<file path="src/rtl/kds_pkg.sv">
// kds_pkg: shared types and constants for the KDS loader.
//   kds_loader_state_t : loader FSM states
//   KDS_NUM_GROUPS     : number of KDS FIFO groups (LE_select width)
//   KDS_FIFO_DEPTH     : slots per KDS FIFO
//   onehot_grp()       : group index -> one-hot load-enable
package kds_pkg;
  localparam int KDS_NUM_GROUPS = 12;
  localparam int KDS_FIFO_DEPTH = 8;
  localparam int KDS_GRP_W      = $clog2(KDS_NUM_GROUPS);

  typedef enum logic [1:0] {IDLE, COLLECT, SHIFT, RUN} kds_loader_state_t;

  function automatic logic [KDS_NUM_GROUPS-1:0] onehot_grp(input logic [KDS_GRP_W-1:0] idx);
    return KDS_NUM_GROUPS'(1) << idx;
  endfunction
endpackage

</file>
<file path="src/rtl/kds_loader_if.sv">
// kds_loader_if: word stream in plus the triplet/strobe bus out to the KDS bank.
//   din, din_valid, din_ready       : input word stream
//   v_1, v_2, v_3                   : triplet presented to the KDS FIFOs
//   LE_select, cycle_enable         : one-hot load-enable and shift strobe
//   master : stream source / KDS sink side
//   slave  : loader side
// Handshake: a word transfers on every rising clk edge where din_valid and
// din_ready are both high. The source holds din stable while din_valid is high
// and not yet accepted; din_ready does not depend on din_valid.
interface kds_loader_if
  import kds_pkg::*;
#(
  parameter int IO_DATA_WIDTH = 16,
  parameter int NUM_GROUPS    = KDS_NUM_GROUPS
);
  logic [IO_DATA_WIDTH-1:0] din;
  logic                     din_valid;
  logic                     din_ready;
  logic [IO_DATA_WIDTH-1:0] v_1;
  logic [IO_DATA_WIDTH-1:0] v_2;
  logic [IO_DATA_WIDTH-1:0] v_3;
  logic [NUM_GROUPS-1:0]    LE_select;
  logic                     cycle_enable;

  modport master (
    output din, din_valid,
    input  din_ready, v_1, v_2, v_3, LE_select, cycle_enable
  );

  modport slave (
    input  din, din_valid,
    output din_ready, v_1, v_2, v_3, LE_select, cycle_enable
  );
endinterface

</file>
<file path="src/rtl/kds_triplet_packer.sv">
// kds_triplet_packer: packs accepted stream words into v_1/v_2/v_3.
//   clk, rst      : clock, synchronous active-high reset
//   clear         : restart the word count at v_1 (start of a load)
//   accept        : a word is transferred this cycle
//   din           : stream word
//   v_1..v_3      : capture registers, hold value until overwritten
//   triplet_full  : this accept completes the current triplet
module kds_triplet_packer #(
  parameter int IO_DATA_WIDTH = 16
) (
  input  logic                     clk,
  input  logic                     rst,
  input  logic                     clear,
  input  logic                     accept,
  input  logic [IO_DATA_WIDTH-1:0] din,
  output logic [IO_DATA_WIDTH-1:0] v_1,
  output logic [IO_DATA_WIDTH-1:0] v_2,
  output logic [IO_DATA_WIDTH-1:0] v_3,
  output logic                     triplet_full
);
  logic [1:0] word;

  assign triplet_full = accept && (word == 2'd2);

  always_ff @(posedge clk) begin
    if (rst) begin
      word <= 2'd0;
      v_1  <= '0;
      v_2  <= '0;
      v_3  <= '0;
    end else if (clear) begin
      word <= 2'd0;
    end else if (accept) begin
      case (word)
        2'd0:    v_1 <= din;
        2'd1:    v_2 <= din;
        default: v_3 <= din;
      endcase
      word <= (word == 2'd2) ? 2'd0 : word + 2'd1;
    end
  end
endmodule

</file>
<file path="src/rtl/kds_loader.sv">
// kds_loader: sequences a word stream into the KDS FIFO groups, then runs the
// stored kernels for a programmed number of cycles.
//   clk, rst_in          : clock, synchronous active-high reset
//   start                : begin a load (IDLE only, wins over run_start)
//   run_start, run_len   : begin a run of run_len cycles (IDLE only)
//   bus (slave)          : din/din_valid/din_ready in; v_1..v_3, LE_select,
//                          cycle_enable out (all registered except din_ready)
//   busy                 : state is not IDLE
//   load_done, run_done  : one-cycle completion pulses
//   fsm_state            : current FSM state, for observation
module kds_loader
  import kds_pkg::*;
#(
  parameter int IO_DATA_WIDTH = 16,
  parameter int NUM_GROUPS    = KDS_NUM_GROUPS,
  parameter int FIFO_DEPTH    = KDS_FIFO_DEPTH,
  parameter int RUN_LEN_WIDTH = 16
) (
  input  logic               clk,
  input  logic               rst_in,
  input  logic               start,
  input  logic               run_start,
  input  logic [RUN_LEN_WIDTH-1:0] run_len,
  kds_loader_if.slave        bus,
  output logic               busy,
  output logic               load_done,
  output logic               run_done,
  output kds_loader_state_t  fsm_state
);
  localparam int GRP_W  = $clog2(NUM_GROUPS);
  localparam int SLOT_W = $clog2(FIFO_DEPTH);

  kds_loader_state_t        state, state_n;
  logic [GRP_W-1:0]         grp, grp_n;
  logic [SLOT_W-1:0]        slot, slot_n;
  logic [RUN_LEN_WIDTH-1:0] cnt, cnt_n;
  logic [NUM_GROUPS-1:0]    le_q, le_n;
  logic                     ce_q, ce_n;
  logic                     load_done_n, run_done_n;
  logic                     clear, accept, triplet_full;

  assign bus.din_ready    = (state == COLLECT);
  assign busy             = (state != IDLE);
  assign fsm_state        = state;
  assign bus.LE_select    = le_q;
  assign bus.cycle_enable = ce_q;
  assign accept           = bus.din_valid && bus.din_ready;

  kds_triplet_packer #(.IO_DATA_WIDTH(IO_DATA_WIDTH)) u_packer (
    .clk          (clk),
    .rst          (rst_in),
    .clear        (clear),
    .accept       (accept),
    .din          (bus.din),
    .v_1          (bus.v_1),
    .v_2          (bus.v_2),
    .v_3          (bus.v_3),
    .triplet_full (triplet_full)
  );

  // Strobe outputs are registered, so they are computed for the state being
  // entered: the SHIFT strobe is set on the edge that captures the third word,
  // and a run's strobe is set on the edge that samples run_start.
  always_comb begin
    state_n     = state;
    grp_n       = grp;
    slot_n      = slot;
    cnt_n       = cnt;
    le_n        = '0;
    ce_n        = 1'b0;
    load_done_n = 1'b0;
    run_done_n  = 1'b0;
    clear       = 1'b0;
    case (state)
      IDLE: begin
        if (start) begin
          state_n = COLLECT;
          grp_n   = '0;
          slot_n  = '0;
          clear   = 1'b1;
        end else if (run_start) begin
          if (run_len == '0) begin
            // Zero-length run: no strobe, done on the next cycle.
            run_done_n = 1'b1;
          end else begin
            state_n = RUN;
            cnt_n   = run_len;
            ce_n    = 1'b1;
          end
        end
      end
      COLLECT: begin
        if (triplet_full) begin
          state_n = SHIFT;
          ce_n    = 1'b1;
          le_n    = NUM_GROUPS'(onehot_grp(KDS_GRP_W'(grp)));
        end
      end
      SHIFT: begin
        state_n = COLLECT;
        if (slot == SLOT_W'(FIFO_DEPTH - 1)) begin
          slot_n = '0;
          if (grp == GRP_W'(NUM_GROUPS - 1)) begin
            state_n     = IDLE;
            grp_n       = '0;
            load_done_n = 1'b1;
          end else begin
            grp_n = grp + 1'b1;
          end
        end else begin
          slot_n = slot + 1'b1;
        end
      end
      RUN: begin
        // cnt holds the strobe cycles remaining including this one.
        if (cnt <= RUN_LEN_WIDTH'(1)) begin
          state_n    = IDLE;
          run_done_n = 1'b1;
        end else begin
          cnt_n = cnt - 1'b1;
          ce_n  = 1'b1;
        end
      end
      default: state_n = IDLE;
    endcase
  end

  always_ff @(posedge clk) begin
    if (rst_in) begin
      state     <= IDLE;
      grp       <= '0;
      slot      <= '0;
      cnt       <= '0;
      le_q      <= '0;
      ce_q      <= 1'b0;
      load_done <= 1'b0;
      run_done  <= 1'b0;
    end else begin
      state     <= state_n;
      grp       <= grp_n;
      slot      <= slot_n;
      cnt       <= cnt_n;
      le_q      <= le_n;
      ce_q      <= ce_n;
      load_done <= load_done_n;
      run_done  <= run_done_n;
    end
  end
endmodule

</file>
<file path="src/flat_wrapper.sv">
// flat-port wrapper written by rule: the top's interface ports become plain ports
module kds_loader_flat import kds_pkg::*;
#(
  parameter int IO_DATA_WIDTH = 16,
  parameter int NUM_GROUPS    = KDS_NUM_GROUPS,
  parameter int FIFO_DEPTH    = KDS_FIFO_DEPTH,
  parameter int RUN_LEN_WIDTH = 16
)
  (clk, rst_in, start, run_start, run_len, busy, load_done, run_done, fsm_state, bus_din, bus_din_valid, bus_din_ready, bus_v_1, bus_v_2, bus_v_3, bus_LE_select, bus_cycle_enable);
  kds_loader_if #(.IO_DATA_WIDTH(IO_DATA_WIDTH), .NUM_GROUPS(NUM_GROUPS)) bus_i ();
  input  logic clk;
  input  logic rst_in;
  input  logic start;
  input  logic run_start;
  input  logic [RUN_LEN_WIDTH-1:0] run_len;
  output logic busy;
  output logic load_done;
  output logic run_done;
  output kds_loader_state_t fsm_state;
  input wire logic [$bits(bus_i.din)-1:0] bus_din;
  input wire logic [$bits(bus_i.din_valid)-1:0] bus_din_valid;
  output wire logic [$bits(bus_i.din_ready)-1:0] bus_din_ready;
  output wire logic [$bits(bus_i.v_1)-1:0] bus_v_1;
  output wire logic [$bits(bus_i.v_2)-1:0] bus_v_2;
  output wire logic [$bits(bus_i.v_3)-1:0] bus_v_3;
  output wire logic [$bits(bus_i.LE_select)-1:0] bus_LE_select;
  output wire logic [$bits(bus_i.cycle_enable)-1:0] bus_cycle_enable;
  assign bus_i.din = bus_din;
  assign bus_i.din_valid = bus_din_valid;
  assign bus_din_ready = bus_i.din_ready;
  assign bus_v_1 = bus_i.v_1;
  assign bus_v_2 = bus_i.v_2;
  assign bus_v_3 = bus_i.v_3;
  assign bus_LE_select = bus_i.LE_select;
  assign bus_cycle_enable = bus_i.cycle_enable;
  kds_loader #(.IO_DATA_WIDTH(IO_DATA_WIDTH), .NUM_GROUPS(NUM_GROUPS), .FIFO_DEPTH(FIFO_DEPTH), .RUN_LEN_WIDTH(RUN_LEN_WIDTH)) u_core (.clk(clk), .rst_in(rst_in), .start(start), .run_start(run_start), .run_len(run_len), .bus(bus_i), .busy(busy), .load_done(load_done), .run_done(run_done), .fsm_state(fsm_state));
endmodule
</file>
<file path="config.mk">
export PLATFORM = sky130hd
export DESIGN_NAME = kds_loader_flat
export DESIGN_NICKNAME = d
export VERILOG_FILES = /design/src/rtl/kds_pkg.sv /design/src/rtl/kds_loader_if.sv /design/src/rtl/kds_triplet_packer.sv /design/src/rtl/kds_loader.sv /design/src/flat_wrapper.sv
export SDC_FILE = /design/constraint.sdc
export NUM_CORES = 1
export LEC_CHECK = 0
export BUFFER_PORTS_ARGS = -buffer_cell sky130_fd_sc_hd__buf_2
export CAP_MARGIN = 20
export CORE_MARGIN = 5
export CORE_UTILIZATION = 32
export DETAILED_ROUTE_END_ITERATION = 10
export PLACE_DENSITY = 0.54
export SLEW_MARGIN = 30
export SYNTH_ARGS = -nofsm -noshare
export SYNTH_HDL_FRONTEND = slang
export SYNTH_SLANG_ARGS = --single-unit
export TNS_END_PERCENT = 20
</file>
<file path="constraint.sdc">
create_clock -name clk -period 2.15 [get_ports clk]
set_clock_uncertainty 0.2 [all_clocks]
set_input_delay 0.43 -clock clk [delete_from_list [all_inputs] [get_ports clk]]
set_output_delay 0.43 -clock clk [all_outputs]
set_load 0.05 [all_outputs]
</file>
# After elaboration in Yosys (flattened, before gate mapping)
# Cells that the tools add are included.
[word_totals] ff_bits=90 output_inout_bits=67
[op_classes] addsub=4 magnitude_cmp=1 eq_ne=17 shifts=1 mux=35 n_bitwise=6 reduce_logical=19
[ops] operator="$mux 16" count=4
[ops] operator="$pmux 16 s2" count=1
[ops] operator="$le 16x1->1 const B" count=1
[ops] operator="$logic_not 16->1" count=1
[ops] operator="$sub 16x1->16 const B" count=1
[ops] operator="$mux 2" count=7
[ops] operator="$mux 1" count=13
[ops] operator="$mux 4" count=3
[ops] operator="$ne 2x2->1 const B" count=6
[ops] operator="$reduce_and 3->1" count=4
[ops] operator="$shl 1x4->12 const A" count=1
[ops] operator="$pmux 2 s4" count=1
[ops] operator="$pmux 4 s2" count=1
[ops] operator="$eq 2x2->1 const B" count=3
[ops] operator="$mux 3" count=2
[ops] operator="$ne 3x3->1 const B" count=2
[ops] operator="$not 1->1" count=6
[ops] operator="$pmux 3 s2" count=1
[ops] operator="$reduce_bool 2->1" count=3
[ops] operator="$reduce_or 3->1" count=2
[ops] operator="$reduce_and 5->1" count=1
[ops] operator="$add 4x1->4 const B" count=1
[ops] operator="$eq 2x1->1 const B" count=2
[ops] operator="$eq 4x4->1 const B" count=1
[ops] operator="other kinds (11)" count=15

# Longest topological paths before layout
# Gate-level depths: netlist (run 1).
[logic_depth] word_depth=5 ltp_mapped=9

# By module
# From an unflattened synthesis (run 1), not the netlist that was laid out.
[hier_totals] hier_cells=450 hier_area_um2=4280.4
[by_module_without_submodules] mod="kds_loader" n_inst=1 cells_per_inst=261 area_per_inst_um2=2204.6
[by_module_without_submodules] mod="kds_triplet_packer" n_inst=1 cells_per_inst=189 area_per_inst_um2=2075.7

# Worst setup path before layout (run 1)
# No wires, ideal clock.
[synth_path] path_kind="flip-flop to flip-flop" startpoint="reg u_core.state[0], in the netlist u_core.fsm_state[0]" endpoint="reg u_core.u_packer.v_1[10]" arrival_time_ps=2697 required_time_ps=1879 slack_ps=-818 path_stages_with_launch=7 path_buffers=1 path_cell_list="dfxtp_1 ha_1 nand2_1 nor4b_1 buf_2 nand2_1 a21oi_1"
[synth_between] elab_cells_between_ends=6 classes_between="eq/ne (1); mux (1); bitwise (1); reduce/logical (3)"
[synth_rtl] element="start, declared" line="kds_loader.sv:33" source="kds_loader_state_t state, state_n;"
[synth_rtl] element="start signal, assigned" line="kds_loader.sv:139" source="state <= state_n;"
[synth_rtl] element="$eq 2x1->1" line="kds_loader.sv:42" source="assign bus.din_ready = (state == COLLECT);"
[synth_rtl] element="via bus_din_ready" line="flat_wrapper.sv:22" source="output wire logic [$bits(bus_i.din_ready)-1:0] bus_din_ready;"
[synth_rtl] element="$logic_and 1x1->1" line="kds_loader.sv:47" source="assign accept = bus.din_valid && bus.din_ready;"
[synth_rtl] element="$reduce_and 3->1 (no source line)"
[synth_rtl] element="end signal, assigned" line="kds_triplet_packer.sv:35" source="2'd0: v_1 <= din;"
[synth_rtl] element="end, declared" line="kds_triplet_packer.sv:16" source="output logic [IO_DATA_WIDTH-1:0] v_1,"
# The timed path passes the listed nets, and every way through them passes these cells.
# A chain may end at the register's enable or synchronous reset.

# Worst setup path in the final report (run 1)
[layout_path] startpoint="reg u_core.cnt[9]" endpoint="reg u_core.cnt[9]"
[layout_between] elab_chain_cells=3 elab_cells_between_ends=6 classes_between="add/sub (1); order compare (1); eq/ne (1); mux (2); reduce/logical (1)"
[layout_rtl] element="start, declared" line="kds_loader.sv:36" source="logic [RUN_LEN_WIDTH-1:0] cnt, cnt_n;"
[layout_rtl] element="start signal, assigned" line="kds_loader.sv:142" source="cnt <= cnt_n;"
[layout_rtl] element="$sub 16x1->16 or $le 16x1->1 (tied branches)" line="kds_loader.sv:120, kds_loader.sv:116"
[layout_rtl] element="$mux 16 or $ne 2x2->1 (tied branches)"
[layout_rtl] element="$pmux 16 s2 or $reduce_and 5->1 (tied branches)"
# Parallel ways exist; a longest one is shown, timed or not. The select of a mux whose other input is x is not followed.

==> metrics.txt, run 1 <==
clock sinks 90; Synth Area in XOR/XNOR 0%; DR vias/cell 4.93; area delta synth->final 39.6%; synth warn 0; largest family of logic cells by synthesized area simple AND/OR/NAND/NOR gates; Initial Utilization 32.9%; Worst VDD drop 467 uV; multiplexer share of the synthesized area 1.07%; vias in the first global route 3,733; Worst EP required 2.21 ns; Worst path slowest cell or4_4; max-slew violations 0; gr ovfl total 0; IO Pins 104; Worst Tran Pin Value 0.494 ns; fin area 5530 um2; clock transition at the registers of the reported paths 0.07 ns; worst hold path class input pin to flip-flop; global-route wire length before repair 19.0 mm; placeable core region 12,100 um2; area occupied by multi-input gates 2080 um2; Final Wtd Congestion 0.798; largest net degree at the start of global routing 42; RSZ-0062 raised after global routing yes; ys flop type dfxtp_1; hpwl dp 8.58 mm; initial antenna violation count 0; Worst slew margin 67.0%; asr flop ratio synth 0%; Synth area leaders dfxtp_1 45%, nand2_1 11%, a21oi_1 8.5%; Tmin final 2.13 ns; Max Cap Violations 0; Tot Pwr 5890 uW; Row Count 40; port bufs 103; endpoints failing setup 0; Post-Place Cells 790; CTS hold repair buffers 0; synthesis-stage register bit count 90; startpoint types flip-flop; Synth Cell Area 3960 um2; GR Util All Layers 16.0%; NumNets Final 686; most common cell in the netlist nand2_1; number of distinct library cells after synthesis 58; post-synth top area share 45.5%; power per cell area 1060 nW/um2; ANT nets after route 0; first-pass iteration count of the detailed router 4; Post-synth EDFFs 0; Tcrit/Tclk final 99.1%; die footprint 14,700 um2; Worst R2R Path Depth 7; H-tree depth 3; Syn Nets 535; Final Hold Fails 0; maximum root-to-sink buffer count 2; endpoint class of the critical path flip-flop; P_leak 0.00238 uW; die height 121 um; Crit Path Category flip-flop to flip-flop; cell accounting for the most synthesized area dfxtp_1; Clock Latency Late Sink 0.35 ns; worst-path maximum fanout 8; register area share after synthesis 45.5%; Synth Area per Inst 8.17 um2; Largest stage delay, worst path 0.57 ns; CTS tree built; Die Wd 121 um; via count 3,989; Cell Chain, Critical Path or4_4, nor4_4, buf_6, and3_4, buf_12, o311ai_0, o31ai_1; CP arrival 2.19 ns; fillers 1,220; fraction of the mapped netlist area in adder cells 4.10%; outcome completed; final non-filler cell total 809; Root Buffer clkbuf_16; FMAX 469 MHz; register area 1810 um2; Post-synth top cells 114 x nand2_1, 90 x dfxtp_1, 67 x a21oi_1; share of layout cells above drive strength 1 33.2%; Post-Route WL 11.8 mm; CTS Buf Count 9; hold path depth 3; Routed WL per cell 14.6 um; Synth Area in Simple Gates 25.0%; # diodes 0; Syn Inst Count 485; DP Area 5120 um2; Post-route DRC 0; Synth Area in Compound Gates 20.1%; 1st-iter DRT viols 237
## path summary, 6_finish.rpt
kind / start / to / slack [ns]
worst max register to register: u_core.cnt[9]$_SDFFE_PP0P_ / u_core.cnt[9]$_SDFFE_PP0P_ / 0.02
worst min register to register: u_core.u_packer.v_2[10]$_SDFFE_PP0P_ / u_core.u_packer.v_2[10]$_SDFFE_PP0P_ / 0.25
worst max-delay path: u_core.cnt[9]$_SDFFE_PP0P_ / u_core.cnt[9]$_SDFFE_PP0P_ / 0.02
worst min-delay path: bus_din[12] / u_core.u_packer.v_3[12]$_SDFFE_PP0P_ / 0.14
## sequential cells by signal, indices dropped and copies added (netlist names)
name	cells
u_core.run_done	1
u_core.grp	4
u_core.load_done	1
u_core.u_packer.v_1	16
u_core.bus.LE_select	12
u_core.cnt	16
u_core.bus.cycle_enable	1
u_core.u_packer.v_2	16
u_core.u_packer.word	2
u_core.fsm_state	2
u_core.u_packer.v_3	16
u_core.slot	3
## metrics by stage
stage / setup TNS (ns) / hold WS [ns] / util (%) / setup slack (ns)
after global placement: -1.93 / 0.239 / 42.5 / -0.257
final: 0 / 0.138 / 45.9 / 0.0195
after global routing: -0.218 / 0.140 / 45.9 / -0.0529
after detailed placement: -3.18 / 0.244 / 42.5 / -0.355
after CTS: -0.0452 / 0.131 / 45.3 / -0.0265
after floorplan: -0.666 / 0.249 / - / -0.0680
## layout make-up
| class | instances | share of cell area (%) |
|---|---|---|
| well taps | 168 | 3.80 |
| flip-flops and latches | 90 | 32.8 |
| clock inverters | 7 | 1.83 |
| clock buffers | 9 | 4.07 |
| multi-input cells | 357 | 37.6 |
| repair buffers | 166 | 19.0 |
| inverters | 12 | 0.882 |
## kinds of logic (layout without fill, tap and decap cells)
family / after synthesis / in the layout
muxes: 4 / 4
adders and majority gates: 13 / 13
DFF: 90 / 90
buffers and inverters: 38 / 194
AOI/OAI and AO/OA: 126 / 126
and+or+nand+nor: 214 / 214
## layout by cell type, fill, tap and decap left out, types with 6 or more instances in the layout
cell type / count
nor2b_1: 6
buf_4: 57
inv_1: 8
nand3_1: 8
buf_2: 102
o31ai_1: 8
nor4_1: 9
nor3_1: 6
dfxtp_1: 86
clkbuf_16: 9
a21oi_1: 65
ha_1: 11
nor2_1: 30
and3_1: 10
nand2_1: 114
## critical path, delay by kind of cell (launching register included)
| kind | cells | cell delay, ns |
|---|---|---|
| and+or+nand+nor | 3 | 0.98 |
| buffers and inverters | 2 | 0.30 |
| DFF | 1 | 0.31 |
| AOI/OAI and AO/OA | 2 | 0.26 |
## routing by layer
layer  part of all wire (%)  up-vias  track usage, %
li1                       -     2025               -
met1                     44     1839            20.8
met2                     48      109            25.7
met3                    5.9       16            3.68
met4                    2.1        0            6.09
met5                      0        -               0
## repair_timing
item,in CTS,in global routing
pin swaps,2,11
endpoints found under the setup margin,9,19
gates cloned,0,0
resized for setup,8,13
buffers inserted,0,3
## report_power, final
group          internal (uW)  switching [uW]
clock network           1030             697
logic                    943            1300
registers               1810             115
total                   3780            2110
No activity file was read; power rests on OpenSTA's default activity.
==> inputs of run 2 (changes only) <==
- CORE_UTILIZATION: 32 -> 35
- PLACE_DENSITY: 0.54 -> 0.58
==> metrics.txt, run 2 (synthesis results as in run 1) <==
postcts setup bufs 0; startpoint types flip-flop; die footprint 13,600 um2; Worst EP required 2.19 ns; DR vias/cell 5.13; CTS Buf Count 9; Worst VDD drop 738 uV; Crit Path Category flip-flop to flip-flop; setup tns final 0 ns; Row Count 38; global-route wire length before repair 18.5 mm; endpoint class of the critical path flip-flop; clock transition at the registers of the reported paths 0.07 ns; Worst slew margin 67.4%; Final Hold Fails 0; H-tree depth 3; Clk pwr share 28.0%; Worst Tran Pin Value 0.489 ns; Clock Latency Late Sink 0.34 ns; clock sinks 90; Tcrit/Tclk final 99.1%; vias in the first global route 3,868; port bufs 103; Combinational Power Share 38.6%; area delta synth->final 37.4%; final core utilization 49.6%; via count 4,015; initial antenna violation count 0; 1st-iter DRT viols 272; RSZ-0062 raised after global routing yes; Tmin final 2.13 ns; Root Buffer clkbuf_16; hold path depth 3; Tot Pwr 5730 uW; Worst R2R Path Depth 7; Post-route DRC 0; # diodes 0; hpwl dp 8.51 mm; worst-path maximum fanout 6; register area 1810 um2; CTS tree built; placeable core region 11,000 um2; commonest non-fill, non-tap cell in the layout nand2_1; worst hold path class input pin to flip-flop; cell-internal power 3650 uW; maximum root-to-sink buffer count 2; outcome completed; Max Cap Violations 0; final non-filler cell total 782; most frequent cells in the layout 114 x nand2_1, 103 x buf_2, 88 x dfxtp_1; fillers 1,089; CP arrival 2.17 ns; Initial Utilization 36.1%; Net Sw Frac 36.4%; Die Wd 116 um; first-pass iteration count of the detailed router 4; ANT nets after route 0; Final Wtd Congestion 0.853; Post-Place Cells 766; power per cell area 1050 nW/um2; FMAX 469 MHz; die height 116 um; Flop pwr share 33.4%; NumNets Final 687; Post-Route WL 11.6 mm; area occupied by multi-input gates 2070 um2; share of layout cells above drive strength 1 32.2%; largest net degree at the start of global routing 46; Sw Pwr 2080 uW; GR Util All Layers 17.0%; P_leak 0.00237 uW; max-slew violations 0; worst hold slack 0.143 ns; endpoints failing setup 0; gr ovfl total 0; IO Pins 104; Routed WL per cell 14.8 um
-- run 2: cell count changes in the layout (fill, tap and decap cells not counted), moves of 2 or more --
cell / change
dfxtp_1: +2
a21oi_1: +2
o311ai_0: -2
o311ai_1: +2
a21oi_2: -2
buf_4: +2
-- run 2: cell type report --
class,instances,share of cell area [%]
multi-input combinational,357,38.0
sequential,90,33.2
timing repair buffer,167,19.1
clock buffer,10,4.20
tap,140,3.22
clock inverter,6,1.33
inverter,12,0.896
-- run 2: final timing paths --
kind | end | slack [ns] | from
max | u_core.fsm_state[1]$_SDFFE_PP0P_ | 0.02 | u_core.cnt[9]$_SDFFE_PP0P_
min reg2reg | u_core.u_packer.v_3[4]$_SDFFE_PP0P_ | 0.25 | u_core.u_packer.v_3[4]$_SDFFE_PP0P_
max reg2reg | u_core.fsm_state[1]$_SDFFE_PP0P_ | 0.02 | u_core.cnt[9]$_SDFFE_PP0P_
min | u_core.u_packer.v_3[10]$_SDFFE_PP0P_ | 0.14 | bus_din[10]
-- run 2: metal layers --
layer  part of all wire [%]  wire [um]  global-route usage, %  vias up
met5                      0          0                      0        -
met4                   0.31         36                   3.87        0
met3                    6.4        738                   4.56        2
met2                     48       5600                   28.7      105
met1                     45       5190                   21.7     1891
li1                       -          -                      -     2017
-- run 2: power groups by stage --
stage	Sequential (uW)	Clock [uW]	Combinational, uW
finish	1920	1600	2210
global route	1930	1720	2400
CTS	1910	1650	2190
detailed placement	1950	0	2130
global placement	1940	0	2120
floorplan	2150	0	1100
-- run 2: worst max-delay path, cell delays in order (launching register included) --
cell and delay (ns):
dfxtp_1 0.32, or4_4 0.57, nor4_4 0.16, buf_6 0.17
a31oi_4 0.09, buf_4 0.14, a211o_2 0.27, o211a_1 0.12
-- run 2: what timing repair did --
item,CTS,global route
gates resized for setup,7,7
setup endpoints to repair,8,14
hold buffers,0,0
pin swaps,2,3
-- run 2: through the flow --
stage / worst slack (ns) / area (um2)
after floorplan: -0.0680 / 4020
after global placement: -0.123 / 5110
after detailed placement: -0.120 / 5110
after CTS: 0.00606 / 5430
after global routing: -0.0255 / 5450
final: 0.0197 / 5450
